## src/rtl/serial_subtractor.sv

```systemverilog
// ---------------------------------------------------------------------------
// serial_subtractor
//   Bit-serial N-bit subtractor: diff = (x - y - b_in) mod 2^N, one bit per
//   clock, LSB first, built from a single full-subtractor cell and a borrow
//   flip-flop. Start/busy/done handshake. The result is held until the next
//   accepted start.
//
// Parameters
//   N      operand/result width in bits (N >= 2)
//
// Ports
//   clk    clock, rising edge
//   rst    asynchronous active-high reset
//   start  request, sampled only when not busy (IDLE or DONE)
//   x, y   minuend / subtrahend, latched on the accepting edge
//   b_in   borrow-in, latched on the accepting edge
//   busy   high exactly while in RUN
//   done   one-cycle pulse, diff/b_out (and ovf) are valid
//   diff   (x - y - b_in) mod 2^N
//   b_out  final borrow: 1 iff x < y + b_in (unsigned)
//   ovf    two's-complement overflow, only when SERIAL_SUB_OVF_EN is defined
//
// Optional feature macro: SERIAL_SUB_OVF_EN
// ---------------------------------------------------------------------------
module serial_subtractor #(
  parameter int N = 4
) (
  input  logic         clk,
  input  logic         rst,
  input  logic         start,
  input  logic [N-1:0] x,
  input  logic [N-1:0] y,
  input  logic         b_in,
  output logic         busy,
  output logic         done,
  output logic [N-1:0] diff,
  output logic         b_out
`ifdef SERIAL_SUB_OVF_EN
  ,
  output logic         ovf
`endif
);

  localparam int CW = $clog2(N);
  localparam logic [CW-1:0] LAST = CW'(N - 1);

  typedef enum logic [1:0] {
    IDLE,
    RUN,
    DONE
  } state_t;

  state_t        state;
  logic [N-1:0]  xs;
  logic [N-1:0]  ys;
  logic          borrow;
  logic [CW-1:0] cnt;

  // Full-subtractor cell operating on the current LSBs.
  logic d;
  logic borrow_nxt;

  always_comb begin
    d          = xs[0] ^ ys[0] ^ borrow;
    borrow_nxt = (~xs[0] & ys[0]) | (~(xs[0] ^ ys[0]) & borrow);
  end

  always_ff @(posedge clk or posedge rst) begin
    if (rst) begin
      state  <= IDLE;
      xs     <= '0;
      ys     <= '0;
      borrow <= 1'b0;
      cnt    <= '0;
      busy   <= 1'b0;
      done   <= 1'b0;
      diff   <= '0;
      b_out  <= 1'b0;
`ifdef SERIAL_SUB_OVF_EN
      ovf    <= 1'b0;
`endif
    end else begin
      case (state)
        // DONE accepts a start exactly like IDLE so back-to-back issue works.
        IDLE, DONE: begin
          done <= 1'b0;
          if (start) begin
            xs     <= x;
            ys     <= y;
            borrow <= b_in;
            cnt    <= '0;
            busy   <= 1'b1;
            state  <= RUN;
          end else begin
            busy  <= 1'b0;
            state <= IDLE;
          end
        end

        RUN: begin
          xs     <= xs >> 1;
          ys     <= ys >> 1;
          borrow <= borrow_nxt;
          diff   <= {d, diff[N-1:1]};
          cnt    <= cnt + CW'(1);
          if (cnt == LAST) begin
            busy  <= 1'b0;
            done  <= 1'b1;
            b_out <= borrow_nxt;
`ifdef SERIAL_SUB_OVF_EN
            // On the last edge xs[0]/ys[0] are the latched operand MSBs and
            // d is the result MSB, so no extra MSB registers are needed.
            ovf   <= (xs[0] != ys[0]) && (d != xs[0]);
`endif
            state <= DONE;
          end
        end

        default: begin
          busy  <= 1'b0;
          done  <= 1'b0;
          state <= IDLE;
        end
      endcase
    end
  end

endmodule
```

## config.mk

```make
export PLATFORM = sky130hd
export DESIGN_NAME = serial_subtractor
export DESIGN_NICKNAME = d
export VERILOG_FILES = /design/src/rtl/serial_subtractor.sv
export SDC_FILE = /design/constraint.sdc
export NUM_CORES = 1
export LEC_CHECK = 0
export CORE_MARGIN = 5
export CORE_UTILIZATION = 55
export CTS_BUF_LIST = sky130_fd_sc_hd__clkbuf_4
export DETAILED_ROUTE_END_ITERATION = 6
export PLACE_DENSITY = 0.85
export SLEW_MARGIN = 10
export SYNTH_ARGS = -nofsm -noshare
export SYNTH_HDL_FRONTEND = slang
export SYNTH_SLANG_ARGS = --single-unit
```

## constraint.sdc

```tcl
create_clock -name clk -period 2 [get_ports clk]
set_input_delay 0.6 -clock clk [delete_from_list [all_inputs] [get_ports clk]]
set_output_delay 0.6 -clock clk [all_outputs]
set_load 0.01 [all_outputs]
```

==> summary.txt, run 1 <==
Route
  – DRC viols: 0
  – Overall routed net length: 1610 um
  – Drt pass-1 iters: 2
  – Starting DRT DRC Count: 4
  – Vias per cell: 5.34
  – Final antenna-violating net count: 0
  – Avg WL per Cell: 14.1 um
  – Via count: 609

Layout
  – Commonest cells after routing, fill and taps aside: dfrtp_1 (19), clkdlybuf4s50_1 (18), inv_1 (9), a21oi_1 (7), o21ai_0 (5)
  – Fillers: 127
  – Design area: 0.00111 mm2
  – Most common cell after layout, fill and taps aside: dfrtp_1
  – Nets@finish: 113
  – ANT cells: 0
  – Layout cells sized above 1: 15.3%
  – Area delta synth->final: 22.8%

Global route
  – Number of global-route vias before repair: 628
  – GRT overflow: 0
  – First-pass GRT wire length: 2880 um
  – Largest net degree at the start of global routing: 20
  – Antenna violations before repair: 0
  – Global-route usage over all layers: 14.5%

Critical path
  – Worst Path Arrival: 1.21 ns
  – Worst path max stage delay: 0.55 ns
  – Crit end category: primary output
  – CP startpoint kind: register
  – WP data required: 1.40 ns
  – Crit Path Category: register to primary output
  – CP bufs+invs: 1
  – CP top delay family: buffers and inverters
  – Slowest cell on crit path: clkdlybuf4s50_1
  – CP max FO: 3
  – Worst-path cell chain: clkdlybuf4s50_1

Clock tree
  – Num CTS Buffers: 3
  – CTS sink cnt: 19
  – H-tree levels: 1
  – Post_cts resized: 0
  – CTS Hold Bufs: 0
  – Post-CTS setup buffer count: 0
  – CTS tree: done
  – Clock transition at path regs: 0.11 ns
  – Clk buf depth: 2
  – Clock Latency Late Sink: 0.29 ns
  – Root buf cell: clkbuf_4

Timing
  – Hold slack: 0.497 ns
  – Final setup violation count: 0
  – Unrepaired setup endpoints after global routing: no
  – Final worst setup slack: 0.189 ns
  – Setup Total Neg Slack: 0 ns
  – Slew @ Worst Pin: 0.478 ns
  – Slew Limit Fails: 0
  – Final hold violation count: 0
  – Final min period: 1.81 ns
  – Relative slew margins: 68.2%
  – Fmax: 552 MHz
  – Worst clock skew: 0.00517 ns
  – Fin crit share: 90.5%

Synthesis
  – EDFF count, synth: 0
  – Async set or reset register ratio after synthesis: 100%
  – Ranking of synthesized cells by area: dfrtp_1 (53%), mux2_2 (5.0%), mux2i_1 (4.4%)
  – Library cells used by synthesis: 24
  – Post-synth top area share: 52.6%
  – Ys Warns: 0
  – Post-synthesis sequential area ratio: 52.6%
  – Post-synth top area cell: dfrtp_1
  – Post-Synthesis Cells: 78
  – Seq cells post-synth: 19
  – Syn_nets: 92
  – Synthesized area: 905 um2
  – Avg Inst Size Synth: 11.6 um2
  – Ys flop type: dfrtp_1

Run
  – Max_cap viols: 0

Floorplanning
  – Ports: 19
  – Die ar.: 0.00256 mm2
  – Core ar.: 0.00154 mm2
  – Chip width: 50.6 um
  – Initial Util: 58.7%
  – # rows: 14
  – Chip Height: 50.6 um

Power
  – VDD IR max: 0.712 mV
  – Overall Power: 1.73 mW
  – Power Density: 1550 mW/mm2
  – Leakage: 0.504 nW

Min path
  – Hold WC Path Type: register to register

Placement
  – Setup WS pre-CTS: 0.184 ns
  – Area after DPL: 0.00108 mm2
  – Port Buffers: 18
  – Routability Congestion: 0.737
  – Post-DP HPWL: 1200 um

Status
  – Status: completed
-- layout make-up --
type,instances,area [um2],area share (%)
Tap cell,16,20.0,1.80
Sequential cell,19,475,42.8
Clock buffer,4,30.0,2.70
Timing Repair Buffer,21,203,18.2
Inverter,9,33.8,3.04
Multi-Input combinational cell,45,349,31.4
-- power by group --
group	leakage, nW	switching [mW]	internal (mW)
clock	0.0184	0.111	0.0909
sequential	0.230	0.156	0.572
combinational	0.256	0.333	0.463
-- cells in the mapped netlist, drive strengths merged, types with 2 or more instances --
master,n
o21ai,5
a211oi,3
nor2b,3
mux2,6
a21oi,7
buf,5
nand2b,2
dfrtp,19
nand3,3
o22ai,4
mux2i,4
inv,9
-- flip-flops by register name (all words and copies together), names as in the netlist --
| signal | cells |
|---|---|
| state | 1 |
| xs | 4 |
| done | 1 |
| borrow | 1 |
| cnt | 2 |
| busy | 1 |
| b_out | 1 |
| diff | 4 |
| ys | 4 |
-- kinds of logic after synthesis --
kind of cell | Yosys count | share of synthesized area, %
flip-flops | 19 | 52.6
AO/OA/AOI/OAI | 21 | 13.7
adder cells (fa/ha/maj) | 2 | 3.60
buffers and inverters | 14 | 8.85
multiplexers | 10 | 12.7
AND/OR/NAND/NOR | 12 | 8.57
-- path summary, 6_finish.rpt --
check / start / to / slack [ns] / depth (start not counted)
setup reg to reg: state[0] / ys[2] / 0.58 / 3
max in group asynchronous: rst / xs[0] / 1.17 / 3
hold reg to reg: b_out / b_out / 0.50 / 2
min in group asynchronous: rst / diff[3] / 0.63 / 3
hold / removal: b_out / b_out / 0.50 / 2
setup / recovery: diff[1] / diff[1] / 0.19 / 1
-- per-stage QoR --
| step | utilization (%) | instances |
|---|---|---|
| finish | 72.1 | 114 |
| global route | 72.1 | 114 |
| CTS | 72.1 | 114 |
| detailed placement | 70.1 | 110 |
| global placement | 70.1 | 110 |
| floorplan | - | 78 |
-- layer usage --
metal | share of wire [%] | up-vias | GRT usage (%)
met3 | 5.6 | 2 | 2.96
met1 | 43 | 285 | 19.0
met4 | 0.43 | 0 | 5.11
met5 | 0 | - | 0
li1 | - | 307 | -
met2 | 51 | 15 | 23.8
-- tightest hold or removal path, cell delays in order, from the launching register on --
cell and delay [ns]:
dfrtp_1 0.36, nand2_1 0.05, o21ai_0 0.06
No activity file was read; power rests on OpenSTA's default activity.
==> run 2: changes to the inputs <==
--- a/config.mk
+++ b/config.mk
@@ -5,11 +5,13 @@
 export SDC_FILE = /design/constraint.sdc
 export NUM_CORES = 1
 export LEC_CHECK = 0
+export CELL_PAD_IN_SITES_DETAIL_PLACEMENT = 1
+export CELL_PAD_IN_SITES_GLOBAL_PLACEMENT = 1
 export CORE_MARGIN = 5
-export CORE_UTILIZATION = 55
+export CORE_UTILIZATION = 44
 export CTS_BUF_LIST = sky130_fd_sc_hd__clkbuf_4
 export DETAILED_ROUTE_END_ITERATION = 6
-export PLACE_DENSITY = 0.85
+export PLACE_DENSITY_LB_ADDON = 0.1
 export SLEW_MARGIN = 10
 export SYNTH_ARGS = -nofsm -noshare
 export SYNTH_HDL_FRONTEND = slang
==> summary.txt, run 2 (synthesis results as in run 1) <==
Status
  – Status: completed

Timing
  – Slew Limit Fails: 0 (unchanged)
  – Setup Total Neg Slack: 0 ns (unchanged)
  – Slew @ Worst Pin: 0.313 ns (-0.165 ns)
  – Fin crit share: 91.6% (+1.1 points)
  – Relative slew margins: 79.2% (+11 points)
  – Final hold violation count: 0 (unchanged)
  – Unrepaired setup endpoints after global routing: no
  – Hold slack: 0.501 ns (+0.00393 ns)
  – Final setup violation count: 0 (unchanged)
  – Fmax: 546 MHz (-1.2%)
  – Final min period: 1.83 ns (+0.0219 ns)
  – Worst clock skew: 0.00173 ns (-0.00344 ns)

Critical path
  – CP top delay family: buffers and inverters
  – Crit Path Category: register to primary output
  – Crit end category: primary output
  – Worst-path cell chain: clkdlybuf4s50_1
  – Worst Path Arrival: 1.23 ns (+0.02 ns)
  – CP bufs+invs: 1 (unchanged)
  – Slowest cell on crit path: clkdlybuf4s50_1
  – CP startpoint kind: register
  – Worst path max stage delay: 0.54 ns (about the same)
  – WP data required: 1.40 ns (about the same)
  – CP max FO: 3 (unchanged)

Power
  – Overall Power: 1.76 mW (+2.3%)
  – Leakage: 0.509 nW (+0.93%)
  – Power Density: 1560 mW/mm2 (+0.33%)
  – VDD IR max: 0.575 mV (-19%)

Global route
  – GRT overflow: 0 (unchanged)
  – Number of global-route vias before repair: 707 (+13%)
  – Antenna violations before repair: 0 (unchanged)
  – Largest net degree at the start of global routing: 20 (unchanged)
  – Global-route usage over all layers: 13.4% (-1.1 points)
  – First-pass GRT wire length: 3250 um (+13%)

Layout
  – Most common cell after layout, fill and taps aside: dfrtp_1
  – Layout cells sized above 1: 16.2% (+0.86 points)
  – Largest registers: diff x4, xs x4, ys x4
  – Nets@finish: 114 (+0.88%)
  – Design area: 0.00113 mm2 (+1.9%)
  – ANT cells: 0 (unchanged)
  – Commonest cells after routing, fill and taps aside: dfrtp_1 (19), clkdlybuf4s50_1 (18), inv_1 (9), a21oi_1 (7), o21ai_0 (5)
  – Area delta synth->final: 25.2%

Route
  – Drt pass-1 iters: 4 (+2)
  – DRC viols: 0 (unchanged)
  – Final antenna-violating net count: 0 (unchanged)
  – Avg WL per Cell: 14.6 um (+3.0%)
  – Starting DRT DRC Count: 6 (+2)
  – Via count: 645 (+5.9%)
  – Overall routed net length: 1830 um (+14%)
  – Vias per cell: 5.12 (-4.2%)

Clock tree
  – H-tree levels: 1 (unchanged)
  – CTS tree: done
  – Clock Latency Late Sink: 0.30 ns (about the same)
  – Post-CTS setup buffer count: 0 (unchanged)
  – Num CTS Buffers: 3 (unchanged)
  – Clock transition at path regs: 0.10 ns (about the same)
  – CTS Hold Bufs: 0 (unchanged)
  – CTS sink cnt: 19 (unchanged)
  – Post_cts resized: 0 (unchanged)
  – Root buf cell: clkbuf_4
  – Clk buf depth: 2 (unchanged)

Floorplanning
  – Die ar.: 0.00306 mm2 (+20%)
  – Core ar.: 0.00196 mm2 (+27%)
  – Initial Util: 46.1% (-13 points)
  – # rows: 16 (+2)
  – Chip width: 55.3 um (+9.5%)
  – Chip Height: 55.3 um (+9.5%)
  – Ports: 19 (unchanged)

Placement
  – Post-DP HPWL: 1370 um (+15%)
  – Routability Congestion: 0.730 (-1.1%)
  – Port Buffers: 18 (unchanged)
  – Area after DPL: 0.00110 mm2 (+2.0%)

Run
  – Max_cap viols: 0 (unchanged)

Min path
  – Hold WC Path Type: register to register
==> run 2: cell count changes in the layout (fill, tap and decap cells not counted) <==
cell,before,now
buf_4,3,4
==> run 2: per-layer routing <==
| metal | vias to the layer above | routed length, um | global-route usage [%] |
|---|---|---|---|
| met5 | - | 0 | 0 |
| met4 | 0 | 48 | 7.29 |
| li1 | 311 | - | - |
| met3 | 5 | 83 | 3.96 |
| met2 | 15 | 907 | 21.6 |
| met1 | 314 | 795 | 16.0 |
==> run 2: stage by stage <==
step	worst slack (ns)	utilization (%)	cells
3_3_place_gp	0.291	56.2	122
3_5_place_dp	0.246	56.2	122
4_1_cts	0.141	57.7	126
5_1_grt	0.0979	57.7	126
6_report	0.167	57.7	126
2_1_floorplan	0.719	-	78
==> run 2: layout make-up <==
class                   instances  area [um2]
inverters                       9        33.8
repair buffers                 22         210
fillers                       232         830
well taps                      27        33.8
multi-input cells              45         349
clock buffers                   4        30.0
flip-flops and latches         19         475
==> run 2: worst paths after layout <==
| kind | end | slack, ns | depth (start not counted) | start |
|---|---|---|---|---|
| setup / recovery | diff[3] | 0.17 | 1 | diff[3] |
| hold / removal | b_out | 0.50 | 2 | b_out |
| setup reg to reg | borrow | 0.66 | 3 | xs[0] |
| hold reg to reg | b_out | 0.50 | 2 | b_out |
| max in group asynchronous | diff[0] | 1.19 | 3 | rst |
| min in group asynchronous | done | 0.61 | 3 | rst |
==> run 2: where the power goes <==
| group | total, mW | internal (mW) | leakage, nW | switching, mW |
|---|---|---|---|---|
| Combinational | 0.837 | 0.475 | 0.261 | 0.362 |
| Sequential | 0.718 | 0.572 | 0.230 | 0.146 |
| Clock | 0.209 | 0.0914 | 0.0184 | 0.118 |
| Total | 1.76 | 1.14 | 0.509 | 0.626 |
